--- config.mk ---
export PLATFORM = sky130hd
export DESIGN_NAME = rps_match_referee
export DESIGN_NICKNAME = d
export VERILOG_FILES = /design/src/rtl/rps_pkg.sv /design/src/rtl/rps_round_judge.sv /design/src/rtl/rps_match_referee.sv
export SDC_FILE = /design/constraint.sdc
export NUM_CORES = 1
export LEC_CHECK = 0
export BUFFER_PORTS_ARGS = -buffer_cell sky130_fd_sc_hd__clkbuf_2
export CAP_MARGIN = 20
export CORE_MARGIN = 1
export CORE_UTILIZATION = 51
export CTS_BUF_LIST = sky130_fd_sc_hd__clkbuf_4 sky130_fd_sc_hd__clkbuf_8
export CTS_CLUSTER_DIAMETER = 60
export DETAILED_ROUTE_END_ITERATION = 16
export HOLD_SLACK_MARGIN = 0.12
export PLACE_DENSITY = 0.87
export RECOVER_POWER = 25
export SYNTH_ARGS = -nofsm -noshare
export SYNTH_HDL_FRONTEND = slang
export SYNTH_SLANG_ARGS = --single-unit
--- constraint.sdc ---
create_clock -name clk -period 3 [get_ports clk]
set_clock_uncertainty 0.1 [all_clocks]
set_input_delay 0.45 -clock clk [delete_from_list [all_inputs] [get_ports clk]]
set_output_delay 0.45 -clock clk [all_outputs]
set_load 0.02 [all_outputs]
--- src/rtl/rps_pkg.sv ---
// Shared encodings, state type and move helpers for the rock-paper-scissors referee.
package rps_pkg;

    localparam logic [2:0] ROCK     = 3'b110;
    localparam logic [2:0] PAPER    = 3'b101;
    localparam logic [2:0] SCISSORS = 3'b011;

    localparam logic [2:0] RES_P1  = 3'b000;
    localparam logic [2:0] RES_P2  = 3'b001;
    localparam logic [2:0] RES_TIE = 3'b010;
    localparam logic [2:0] RES_INV = 3'b100;

    localparam logic [1:0] WIN_NONE = 2'b00;
    localparam logic [1:0] WIN_P1   = 2'b01;
    localparam logic [1:0] WIN_P2   = 2'b10;

    typedef enum logic [1:0] {IDLE, PLAY, JUDGE, DONE} state_t;

    // A legal move has exactly one zero bit.
    function automatic logic move_legal(input logic [2:0] m);
        return (m == ROCK) || (m == PAPER) || (m == SCISSORS);
    endfunction

    function automatic logic move_beats(input logic [2:0] a, input logic [2:0] b);
        return ((a == ROCK)     && (b == SCISSORS)) ||
               ((a == PAPER)    && (b == ROCK))     ||
               ((a == SCISSORS) && (b == PAPER));
    endfunction

endpackage

--- src/rtl/rps_round_judge.sv ---
// Combinational judge for one round: illegal moves first, then tie, then the win cycle.
module rps_round_judge
    import rps_pkg::*;
(
    input  logic [2:0] p1,
    input  logic [2:0] p2,
    output logic [2:0] result,
    output logic       p1_bad,
    output logic       p2_bad
);

    always_comb begin
        p1_bad = !move_legal(p1);
        p2_bad = !move_legal(p2);
        if (p1_bad || p2_bad) begin
            result = RES_INV;
        end else if (p1 == p2) begin
            result = RES_TIE;
        end else if (move_beats(p1, p2)) begin
            result = RES_P1;
        end else begin
            result = RES_P2;
        end
    end

endmodule

--- src/rtl/rps_match_referee.sv ---
// Best-of-N referee: accepts round pairs, judges them, keeps scores and declares a winner.
module rps_match_referee
    import rps_pkg::*;
#(
    parameter int unsigned WIN_TARGET   = 3,
    parameter int unsigned MAX_ROUNDS   = 15,
    parameter int unsigned INVALID_MODE = 0,
    localparam int unsigned SCORE_W     = $clog2(MAX_ROUNDS + 1)
) (
    input  logic               clk,
    input  logic               reset,
    input  logic               start,
    input  logic               move_valid,
    output logic               move_ready,
    input  logic [2:0]         p1_move,
    input  logic [2:0]         p2_move,
    output logic               result_valid,
    output logic [2:0]         result,
    output logic [1:0]         round_invalid,
    output logic [SCORE_W-1:0] p1_score,
    output logic [SCORE_W-1:0] p2_score,
    output logic [SCORE_W-1:0] round_cnt,
    output logic               match_done,
    output logic [1:0]         match_winner
);

    localparam logic [SCORE_W-1:0] WIN_V = SCORE_W'(WIN_TARGET);
    localparam logic [SCORE_W-1:0] MAX_V = SCORE_W'(MAX_ROUNDS);

    state_t             state;
    logic [2:0]         p1_q;
    logic [2:0]         p2_q;
    logic [2:0]         j_result;
    logic               p1_bad;
    logic               p2_bad;
    logic               p1_pt;
    logic               p2_pt;
    logic [SCORE_W-1:0] p1_nxt;
    logic [SCORE_W-1:0] p2_nxt;
    logic [SCORE_W-1:0] cnt_nxt;

    rps_round_judge u_judge (
        .p1     (p1_q),
        .p2     (p2_q),
        .result (j_result),
        .p1_bad (p1_bad),
        .p2_bad (p2_bad)
    );

    // Score and count values the JUDGE exit edge will commit; a lone illegal move may forfeit.
    always_comb begin
        p1_pt   = (j_result == RES_P1) || ((INVALID_MODE != 0) && p2_bad && !p1_bad);
        p2_pt   = (j_result == RES_P2) || ((INVALID_MODE != 0) && p1_bad && !p2_bad);
        p1_nxt  = p1_score + SCORE_W'(p1_pt);
        p2_nxt  = p2_score + SCORE_W'(p2_pt);
        cnt_nxt = round_cnt + SCORE_W'(1);
    end

    always_ff @(posedge clk) begin
        if (reset) begin
            state         <= IDLE;
            p1_q          <= 3'b000;
            p2_q          <= 3'b000;
            move_ready    <= 1'b0;
            result_valid  <= 1'b0;
            result        <= 3'b000;
            round_invalid <= 2'b00;
            p1_score      <= '0;
            p2_score      <= '0;
            round_cnt     <= '0;
            match_done    <= 1'b0;
            match_winner  <= WIN_NONE;
        end else begin
            result_valid <= 1'b0;
            case (state)
                IDLE, DONE: begin
                    if (start) begin
                        state        <= PLAY;
                        move_ready   <= 1'b1;
                        match_done   <= 1'b0;
                        p1_score     <= '0;
                        p2_score     <= '0;
                        round_cnt    <= '0;
                        match_winner <= WIN_NONE;
                    end
                end
                PLAY: begin
                    if (move_valid && move_ready) begin
                        p1_q       <= p1_move;
                        p2_q       <= p2_move;
                        move_ready <= 1'b0;
                        state      <= JUDGE;
                    end
                end
                JUDGE: begin
                    result        <= j_result;
                    round_invalid <= {p2_bad, p1_bad};
                    result_valid  <= 1'b1;
                    p1_score      <= p1_nxt;
                    p2_score      <= p2_nxt;
                    round_cnt     <= cnt_nxt;
                    if (p1_nxt == WIN_V) begin
                        state        <= DONE;
                        match_done   <= 1'b1;
                        match_winner <= WIN_P1;
                    end else if (p2_nxt == WIN_V) begin
                        state        <= DONE;
                        match_done   <= 1'b1;
                        match_winner <= WIN_P2;
                    end else if (cnt_nxt == MAX_V) begin
                        state        <= DONE;
                        match_done   <= 1'b1;
                        match_winner <= (p1_nxt > p2_nxt) ? WIN_P1 :
                                        (p2_nxt > p1_nxt) ? WIN_P2 : WIN_NONE;
                    end else begin
                        state      <= PLAY;
                        move_ready <= 1'b1;
                    end
                end
                default: state <= IDLE;
            endcase
        end
    end

endmodule
== Word-level counts from Yosys, hierarchy flattened ==
Cells that the tools add are included.

* Output and inout bits: 22
* Bits in registers: 30

* Reduce and logical (&&, ||, !) cells: 22
* Add/sub/neg operators: 3
* Eq/ne operators: 20
* Muxes and demuxes: 32
* Order comparisons: 2

{| class="wikitable"
|+ Operator list
! kind !! count
|-
| case mux 4 bit (2 select lines) || 3
|-
| 2-to-1 mux 2 bit || 11
|-
| equality test 3 bit (second input constant) || 4
|-
| 2-to-1 mux 1 bit || 11
|-
| inequality test 2 bit (second input constant) || 5
|-
| adder 4 x 1 -> 4 bit || 2
|-
| equality test 4 x 2 -> 1 bit (second input constant) || 2
|-
| greater-than comparator 4 bit || 2
|-
| logical OR 1 bit || 7
|-
| equality test 3 x 2 -> 1 bit (second input constant) || 2
|-
| 2-to-1 mux 3 bit || 2
|-
| case mux 2 bit (3 select lines) || 1
|-
| AND reduction 2 bit || 3
|-
| AND reduction 5 bit || 1
|-
| adder 4 x 1 -> 4 bit (second input constant) || 1
|-
| equality test 2 bit (second input constant) || 2
|-
| equality test 4 bit (second input constant) || 1
|-
| logical AND 1 bit || 4
|-
| 2-to-1 mux 4 bit || 1
|-
| inequality test 4 bit (second input constant) || 1
|-
| case mux 2 bit (2 select lines) || 1
|-
| equality test 3 x 1 -> 1 bit (second input constant) || 1
|-
| equality test 3 bit || 1
|-
| zero test 3 bit || 1
|-
| other kinds (8) || 9
|}

== Depth between registers and ports, before layout ==
Gate-level depths: netlist (run 1).

* Depth after elaboration: 16
* Gate-level depth with buffers: 14

== Hierarchy ==
Synthesis (run 1) repeated with hierarchy kept, for this count alone.

* Cell total of the unflattened synthesis: 186
* Area, all modules: 1,670.4 um^2

{| class="wikitable"
|+ Modules (own cells, without submodules)
! module !! sequential area each (um^2) !! instances !! area an instance (um^2) !! cells an instance
|-
| rps_match_referee || 600.6 || 1 || 1,501.4 || 165
|-
| rps_round_judge || 0.0 || 1 || 168.9 || 21
|}

== Worst setup path after synthesis (run 1) ==
Ideal clock, no wire load.

* Path type: flip-flop to flip-flop
* Start point: register p1_q[2]
* End point: register match_winner[1]
* Setup time: 117 ps
* Clock period less this slack: 2,946 ps
* Setup slack: 54 ps
* Arrival: 2,729 ps
* Cell stages (with the launch flop): 14
* Cell sequence: dfxtp_1 clkbuf_1 inv_1 or3_1 o22ai_1 ha_1 nand3_1 xnor2_1 inv_1 ha_1 nand2_1 nor2_1 o41a_1 a32o_1

* Longest elaborated chain between the ends: 16

{| class="wikitable"
|+ RTL lines
! item !! RTL line !! RTL
|-
| start: declaration || rps_match_referee.sv:31 || <nowiki>logic [2:0] p1_q;</nowiki>
|-
| start signal: assignment || rps_match_referee.sv:89 || <nowiki>p1_q <= p1_move;</nowiki>
|-
| equality test 3 bit (on tied branches) || rps_pkg.sv:21, rps_pkg.sv:25, rps_pkg.sv:26 ||
|-
| logical AND 1 bit (on tied branches) || rps_pkg.sv:25, rps_pkg.sv:26 ||
|-
| logical OR 1 bit || rps_pkg.sv:25 || <nowiki>return ((a == ROCK) && (b == SCISSORS)) ||</nowiki>
|-
| logical OR 1 bit || rps_pkg.sv:26 || <nowiki>((a == PAPER) && (b == ROCK)) ||</nowiki>
|-
| 2-to-1 mux 1 bit || rps_round_judge.sv:19 || <nowiki>end else if (move_beats(p1, p2)) begin</nowiki>
|-
| 2-to-1 mux 3 bit || rps_round_judge.sv:17 || <nowiki>end else if (p1 == p2) begin</nowiki>
|-
| 2-to-1 mux 3 bit (*) || rps_round_judge.sv:15 || <nowiki>if (p1_bad || p2_bad) begin</nowiki>
|-
| equality test 3 x 1 -> 1 bit or zero test 3 bit (tied branches) || rps_match_referee.sv:53, rps_match_referee.sv:52 ||
|-
| adder 4 x 1 -> 4 bit (on tied branches) || rps_match_referee.sv:55, rps_match_referee.sv:54 ||
|-
| greater-than comparator 4 bit || rps_match_referee.sv:114 || <nowiki>(p2_nxt > p1_nxt) ? WIN_P2 : WIN_NONE;</nowiki>
|-
| 2-to-1 mux 2 bit || rps_match_referee.sv:114 ||
|-
| 2-to-1 mux 2 bit || rps_match_referee.sv:113 || <nowiki>match_winner <= (p1_nxt > p2_nxt) ? WIN_P1 :</nowiki>
|-
| 2-to-1 mux 2 bit || rps_match_referee.sv:110 || <nowiki>end else if (cnt_nxt == MAX_V) begin</nowiki>
|-
| 2-to-1 mux 2 bit || rps_match_referee.sv:106 || <nowiki>end else if (p2_nxt == WIN_V) begin</nowiki>
|-
| 2-to-1 mux 2 bit || rps_match_referee.sv:102 || <nowiki>if (p1_nxt == WIN_V) begin</nowiki>
|-
| case mux 2 bit (2 select lines) || rps_match_referee.sv:75 || <nowiki>case (state)</nowiki>
|-
| end signal: assignment || rps_match_referee.sv:113 ||
|-
| end: declaration || rps_match_referee.sv:24 || <nowiki>output logic [1:0] match_winner</nowiki>
|}

Mark *: on every way between the ends. The rest lies on a longest branch, timed or not. The select of a mux whose other input is x is not followed.
A chain may end at the register's enable or synchronous reset.

== Final worst setup path (run 1) ==
Same ends and word-level chain as after synthesis.

==> results by group, run 1 <==
Status
  – Status: completed

Placed design
  – IO buf count: 31
  – Post-DP HPWL: about 2600 µm
  – Placer Congestion: roughly 0.9

Cells and area
  – Diodes inserted: 0
  – Fin nets: around 260
  – # fillers: 296
  – Leading cell type in the layout, fill and taps excluded: nor2_1
  – Area delta synth->final: 17.4%
  – Fraction of layout cells with a size suffix above 1: between 20% and 30%
  – Most frequent cells in the layout: 29 x nor2_1, 26 x dfxtp_1, 23 x clkbuf_2

Power
  – VDD IR max: 0.322 mV
  – Pwr dens: roughly 400 mW/mm²
  – Leak: around 0.83 nW

Flow run
  – Max-Cap Viols: 0

Clock network
  – Clock Pin Slew Worst Setup and Hold Paths: 90 ps
  – Sink Count: 30
  – CTS tree: built
  – Root Driver: clkbuf_4
  – Hold_buf cts: 0
  – Cts bufs inserted: 5
  – H-tree depth: 2
  – Worst skew pair latency: 330 ps
  – Clock Tree Buf Depth: 2

Timing
  – Slew HR: between 40% and 50%
  – Crit share post-route: 94.9%
  – Setup tns final: 0 ps
  – Tightest Pin Transition: between 700 and 800 ps
  – Hold slack: about 250 ps
  – Final Hold Viols: 0
  – RSZ-0062 raised after global routing: false
  – Fin crit period: between 2000 and 3000 ps
  – Setup violations, final: 0
  – FMAX: 0.351 GHz
  – Max-slew violation count: 0

Worst setup path
  – CP arrival: just under 3000 ps
  – Worst EP required: between 3000 and 4000 ps
  – Crit-path max FO: 8
  – Crit path launch type: flop
  – Setup CP Type: flop to flop
  – Setup crit end kind: flop

GRT
  – GR Util All Layers: 23.8%
  – Largest net degree at the start of global routing: 29
  – Grt ovf: 0
  – First-pass GRT wire length: between 6000 and 7000 µm
  – Antenna violations before repair: 0
  – Vias in the first global route: 1348

Route
  – Drt wl/cell: between 10 and 15 µm
  – Via count: 1544
  – Drt first-iter violations: slightly below 70
  – Drt first pass iters: 4
  – Number of vias per cell: between 5 and 6
  – Post-route ant nets: 0
  – # DRC: 0
  – Final wirelength: 3680 µm

Die
  – Row count: 20
  – Die X: 59.1 µm
  – Die Y: ~59 µm
  – DIE AREA: 0.00350 mm²
  – Io pins: 32
  – Initial core utilization: 54.1%
  – Core Region: roughly 0.003 mm²

Logic synthesis
  – Sequential cell area fraction in the yosys report: 36.1%
  – Number of distinct library cells after synthesis: 36
  – Post-Syn Nets: roughly 230
  – Synthesis Warnings: 0
  – Cell count after synthesis: 203
  – Synthesized cell area: between 0.0015 and 0.002 mm²
  – Top_reg_cell synth: dfxtp_1
  – Number of enable flip-flop cells after synthesis: 0
  – Avg Cell Area, Syn: about 8.2 µm²
  – Register bit total from synthesis: 30
  – Async SR Flop Fraction: 0%

Worst hold path
  – Hold Path Class: input pin to flop
## flip-flops by register name, summed over array words and instances (netlist names)
| signal | count |
|---|---|
| match_done | 1 |
| move_ready | 1 |
| result_valid | 1 |
| state | 2 |
| match_winner | 2 |
| round_invalid | 2 |
| p1_score | 4 |
| p2_score | 4 |
| result | 3 |
| p1_q | 3 |
| round_cnt | 4 |
| p2_q | 3 |
## worst max-delay path, cell delays in order (launching register included)
cell,delay (ps)
dfxtp_4,390
inv_1,70
or3_1,400
o21ai_2,190
ha_1,190
nand3_1,130
xnor2_2,250
ha_1,280
nand2_1,60
nor2_1,40
o41a_1,390
a32o_1,250
## worst paths after layout
| check | start | end | slack [ps] | cells past startpoint |
|---|---|---|---|---|
| max reg2reg | p1_q[2] | match_winner[1] | 150 | 11 |
| max | p1_q[2] | match_winner[1] | 150 | 11 |
| min | p2_move[0] | p2_q[0] | 250 | 3 |
| min reg2reg | match_winner[0] | match_winner[0] | 360 | 2 |
## synthesized netlist by cell type, types with 2 or more instances
cell type / n / area, µm²
nor2b_1: 4 / 25.0
nor3b_1: 2 / 15.0
o21ai_2: 2 / 17.5
a21oi_1: 10 / 50.1
o22ai_1: 4 / 25.0
a211oi_1: 3 / 22.5
ha_1: 12 / 150
clkbuf_1: 12 / 45.0
nand2b_1: 9 / 56.3
a31oi_1: 5 / 31.3
nand3_1: 8 / 40.0
mux2i_1: 8 / 80.1
a22oi_1: 7 / 52.6
nand2_1: 14 / 52.6
nor3_1: 4 / 20.0
inv_1: 10 / 37.5
dfxtp_1: 30 / 601
xnor2_1: 4 / 35.0
o21ai_0: 7 / 35.0
or3_1: 2 / 12.5
a32o_1: 2 / 20.0
o21ai_1: 2 / 10.0
nor2_1: 29 / 109
## report_power, final
| part | total (mW) | leakage (nW) | internal [mW] | switching [mW] |
|---|---|---|---|---|
| logic | 0.0996 | 0.546 | 0.0361 | 0.0635 |
| registers | 0.418 | 0.245 | 0.407 | 0.0112 |
| clock network | 0.260 | 0.0387 | 0.122 | 0.138 |
| total | 0.778 | 0.829 | 0.565 | 0.213 |
## cells by family after synthesis
group,synth area share [%]
buffers and inverters,4.96
xor gates and xnor gates,3.08
DFF,36.1
and+or+nand+nor,22.5
muxes,4.81
AOI/OAI and AO/OA,19.5
adders and majority gates,9.02
## layer usage
metal / global-route usage [%] / vias to the layer above / routed length [µm]
met3: 5.68 / 9 / 163
met1: 30.3 / 706 / 1650
met5: 0 / - / 0
li1: - / 787 / -
met4: 13.6 / 0 / 82
met2: 36.7 / 42 / 1780
## through the flow
stage	utilization (%)	setup WS [ps]	power (mW)	area (µm²)	cells
after floorplan	-	53.6	0.495	1660	203
after global placement	60.7	157	0.523	1870	271
after detailed placement	60.7	78.7	0.525	1870	271
after CTS	62.7	53.9	0.787	1930	279
after global routing	63.5	3.47	0.825	1950	280
final	63.5	154	0.778	1950	280
## what timing repair did
action                                  in CTS  in global routing
buffers inserted                             0                  1
endpoints found under the setup margin       0                  5
resized for setup                            0                 10
endpoints found under the hold margin        0                  0
## area by class of cell
class                   count  area, µm²  share of cell area, %
multi-input cells         151       1000                   51.2
clock buffers               7       58.8                   3.01
flip-flops and latches     30        611                   31.3
repair buffers             37        186                   9.55
clock inverters             1       5.00                  0.256
well taps                  44       55.1                   2.82
inverters                  10       37.5                   1.92
Note: power is estimated with default switching activity, not from simulation.
==> inputs of run 2 (changes only) <==
--- a/config.mk
+++ b/config.mk
@@ -12,6 +12,8 @@
 export CTS_BUF_LIST = sky130_fd_sc_hd__clkbuf_4 sky130_fd_sc_hd__clkbuf_8
 export CTS_CLUSTER_DIAMETER = 60
 export DETAILED_ROUTE_END_ITERATION = 16
+export GPL_ROUTABILITY_DRIVEN = 0
+export GPL_TIMING_DRIVEN = 0
 export HOLD_SLACK_MARGIN = 0.12
 export PLACE_DENSITY = 0.87
 export RECOVER_POWER = 25
==> results by group, run 2 (synthesis results as in run 1) <==
Status
  – Status: completed (unchanged)

Cells and area
  – Most frequent cells in the layout: 29 x nor2_1, 25 x dfxtp_1, 19 x clkbuf_2 (was 29 x nor2_1, 26 x dfxtp_1, 23 x clkbuf_2)
  – Fraction of layout cells with a size suffix above 1: 18.5% (was 20.8%)
  – Biggest regs: p1_score (4), p2_score (4), round_cnt (4) (unchanged)
  – Finished Cell Area: 0.00195 mm² (about the same)
  – Core Util, Final: 63.4% (was 63.5%)
  – Layout Cells excl Fill: 282 (was 280)
  – Leading cell type in the layout, fill and taps excluded: nor2_1 (unchanged)
  – Area delta synth->final: 17.2% (was 17.4%)
  – Fin nets: 259 (was 257)
  – Diodes inserted: 0 (unchanged)

Timing
  – Max-slew violation count: 0 (unchanged)
  – Slew HR: 61.3% (was 49.8%)
  – Tightest Pin Transition: 581 ps (was 751 ps)
  – Fin crit period: 2870 ps (was 2850 ps)
  – Hold slack: 222 ps (was 249 ps)
  – Setup violations, final: 0 (unchanged)
  – FMAX: 0.349 GHz (was 0.351 GHz)
  – RSZ-0062 raised after global routing: false (unchanged)
  – Final Hold Viols: 0 (unchanged)
  – Crit share post-route: 95.6% (was 94.9%)

Power
  – Share of power burned in registers: 53.7% (about the same)
  – Pwr Total: 0.780 mW (was 0.778 mW)
  – Pwr dens: 400 mW/mm² (was 398 mW/mm²)
  – Clock share of power: 34.1% (was 33.5%)
  – NetSw: 0.227 mW (was 0.213 mW)
  – Share of total power in combinational logic: 12.2% (was 12.8%)
  – VDD IR max: 0.265 mV (was 0.322 mV)
  – Internal power: 0.553 mW (was 0.565 mW)
  – Switching share of total power: 29.1% (was 27.3%)
  – Leak: 0.815 nW (was 0.829 nW)

Worst setup path
  – Worst reg-to-reg path cell count: 11 (unchanged)
  – CP arrival: 3020 ps (was 2980 ps)
  – Crit-path max FO: 8 (unchanged)
  – Reg-to-Reg Start: p1_q[0] (was p1_q[2])
  – Worst EP required: 3150 ps (was 3130 ps)
  – Reg2reg setup slack: 130 ps (was 150 ps)
  – Critical R2R Capture: match_winner[1] (unchanged)
  – Setup CP Type: flop to flop (unchanged)
  – Setup crit end kind: flop (unchanged)
  – Crit path launch type: flop (unchanged)

Clock network
  – Clock Tree Buf Depth: 2 (unchanged)
  – CTS tree: built (unchanged)
  – Clock Pin Slew Worst Setup and Hold Paths: 100 ps (was 90 ps)
  – Sink Count: 30 (unchanged)
  – Hold_buf cts: 0 (unchanged)
  – Worst skew pair latency: 350 ps (was 330 ps)
  – Cts bufs inserted: 5 (unchanged)
  – Root Driver: clkbuf_4 (unchanged)
  – H-tree depth: 2 (unchanged)

GRT
  – GR Util All Layers: 24.5% (was 23.8%)
  – Largest net degree at the start of global routing: 11 (was 29)
  – Antenna violations before repair: 0 (unchanged)
  – Vias in the first global route: 1462 (was 1348)
  – Grt ovf: 0 (unchanged)
  – First-pass GRT wire length: 6330 µm (was 6080 µm)

Flow run
  – Max-Cap Viols: 0 (unchanged)

Placed design
  – Post-DP HPWL: 2740 µm (was 2560 µm)
  – IO buf count: 30 (was 31)
  – Dpl cells: 277 (was 271)
  – Placement Cell Area: 0.00187 mm² (about the same)

Route
  – Drt first-iter violations: 81 (was 68)
  – Drt wl/cell: 13.1 µm (about the same)
  – Final wirelength: 3700 µm (was 3680 µm)
  – Via count: 1580 (was 1544)
  – Number of vias per cell: 5.60 (was 5.51)
  – # DRC: 0 (unchanged)
  – Drt first pass iters: 4 (unchanged)
  – Post-route ant nets: 0 (unchanged)

Worst hold path
  – Hold Path Sink: p1_q[0] (was p2_q[0])
  – Hold Path Depth: 3 (unchanged)
  – Hold Path Class: input pin to flop (unchanged)
  – Hold_sp: p1_move[0] (was p2_move[0])

Die
  – Core Region: 0.00308 mm² (unchanged)
  – DIE AREA: 0.00350 mm² (unchanged)
  – Die X: 59.1 µm (unchanged)
  – Io pins: 32 (unchanged)
  – Initial core utilization: 54.1% (unchanged)
  – Row count: 20 (unchanged)
  – Die Y: 59.1 µm (unchanged)
run 2: worst max path at each step:
stage | slack (ps) | cells after the start | end | startpoint
2_1_floorplan | 50 | 13 | match_winner[1] | p1_q[2]
3_3_place_gp | -190 | 13 | match_winner[1] | p2_q[1]
3_5_place_dp | -300 | 13 | match_winner[1] | p1_q[2]
4_1_cts | 0.9 | 13 | match_winner[1] | p2_q[0]
5_1_grt | 9 | 10 | match_winner[1] | p1_q[1]
6_report | 130 | 11 | match_winner[1] | p1_q[0]
run 2: layout make-up:
cell class / count / area (µm²)
clock buffer: 6 / 51.3
timing repair buffer: 33 / 159
clock inverter: 2 / 12.5
sequential: 30 / 612
buffer: 6 / 22.5
tap: 44 / 55.1
multi-input combinational: 151 / 1000
inverter: 10 / 37.5
fill: 291 / 1130
run 2: stage by stage:
| step | setup TNS, ps | setup WS [ps] |
|---|---|---|
| floorplan | 0 | 53.6 |
| global placement | -194 | -188 |
| detailed placement | -422 | -298 |
| CTS | 0 | 0.872 |
| global route | 0 | 8.69 |
| finish | 0 | 133 |
run 2: worst max-delay path: stages, from the launching register on:
cell     delay [ps]
dfxtp_2         420
nand2_1          80
or3_1           350
o21ai_2         190
ha_1            190
nand3_1         120
xnor2_2         260
ha_1            280
nand2_1          60
nor2_1           40
o41a_1          400
a32o_1          250
run 2: per-layer routing:
| layer | vias up | global-route usage, % | wire (µm) |
|---|---|---|---|
| met5 | - | 0 | 0 |
| met4 | 0 | 16.3 | 133 |
| met3 | 14 | 5.90 | 176 |
| met2 | 51 | 38.3 | 1750 |
| met1 | 726 | 29.9 | 1640 |
| li1 | 789 | - | - |
run 2: repair_timing:
| item | CTS | global route |
|---|---|---|
| buffers inserted | 1 | 2 |
| gates resized for setup | 3 | 8 |
| endpoints found under the setup margin | 3 | 5 |
| pin swaps | 1 | 4 |
run 2: power groups by stage:
| stage | clock network [mW] | registers, mW | logic [mW] |
|---|---|---|---|
| after detailed placement | 0 | 0.423 | 0.101 |
| final | 0.266 | 0.419 | 0.0952 |
| after CTS | 0.273 | 0.417 | 0.0973 |
| after floorplan | 0 | 0.427 | 0.0688 |
| after global routing | 0.289 | 0.422 | 0.108 |
| after global placement | 0 | 0.423 | 0.0978 |
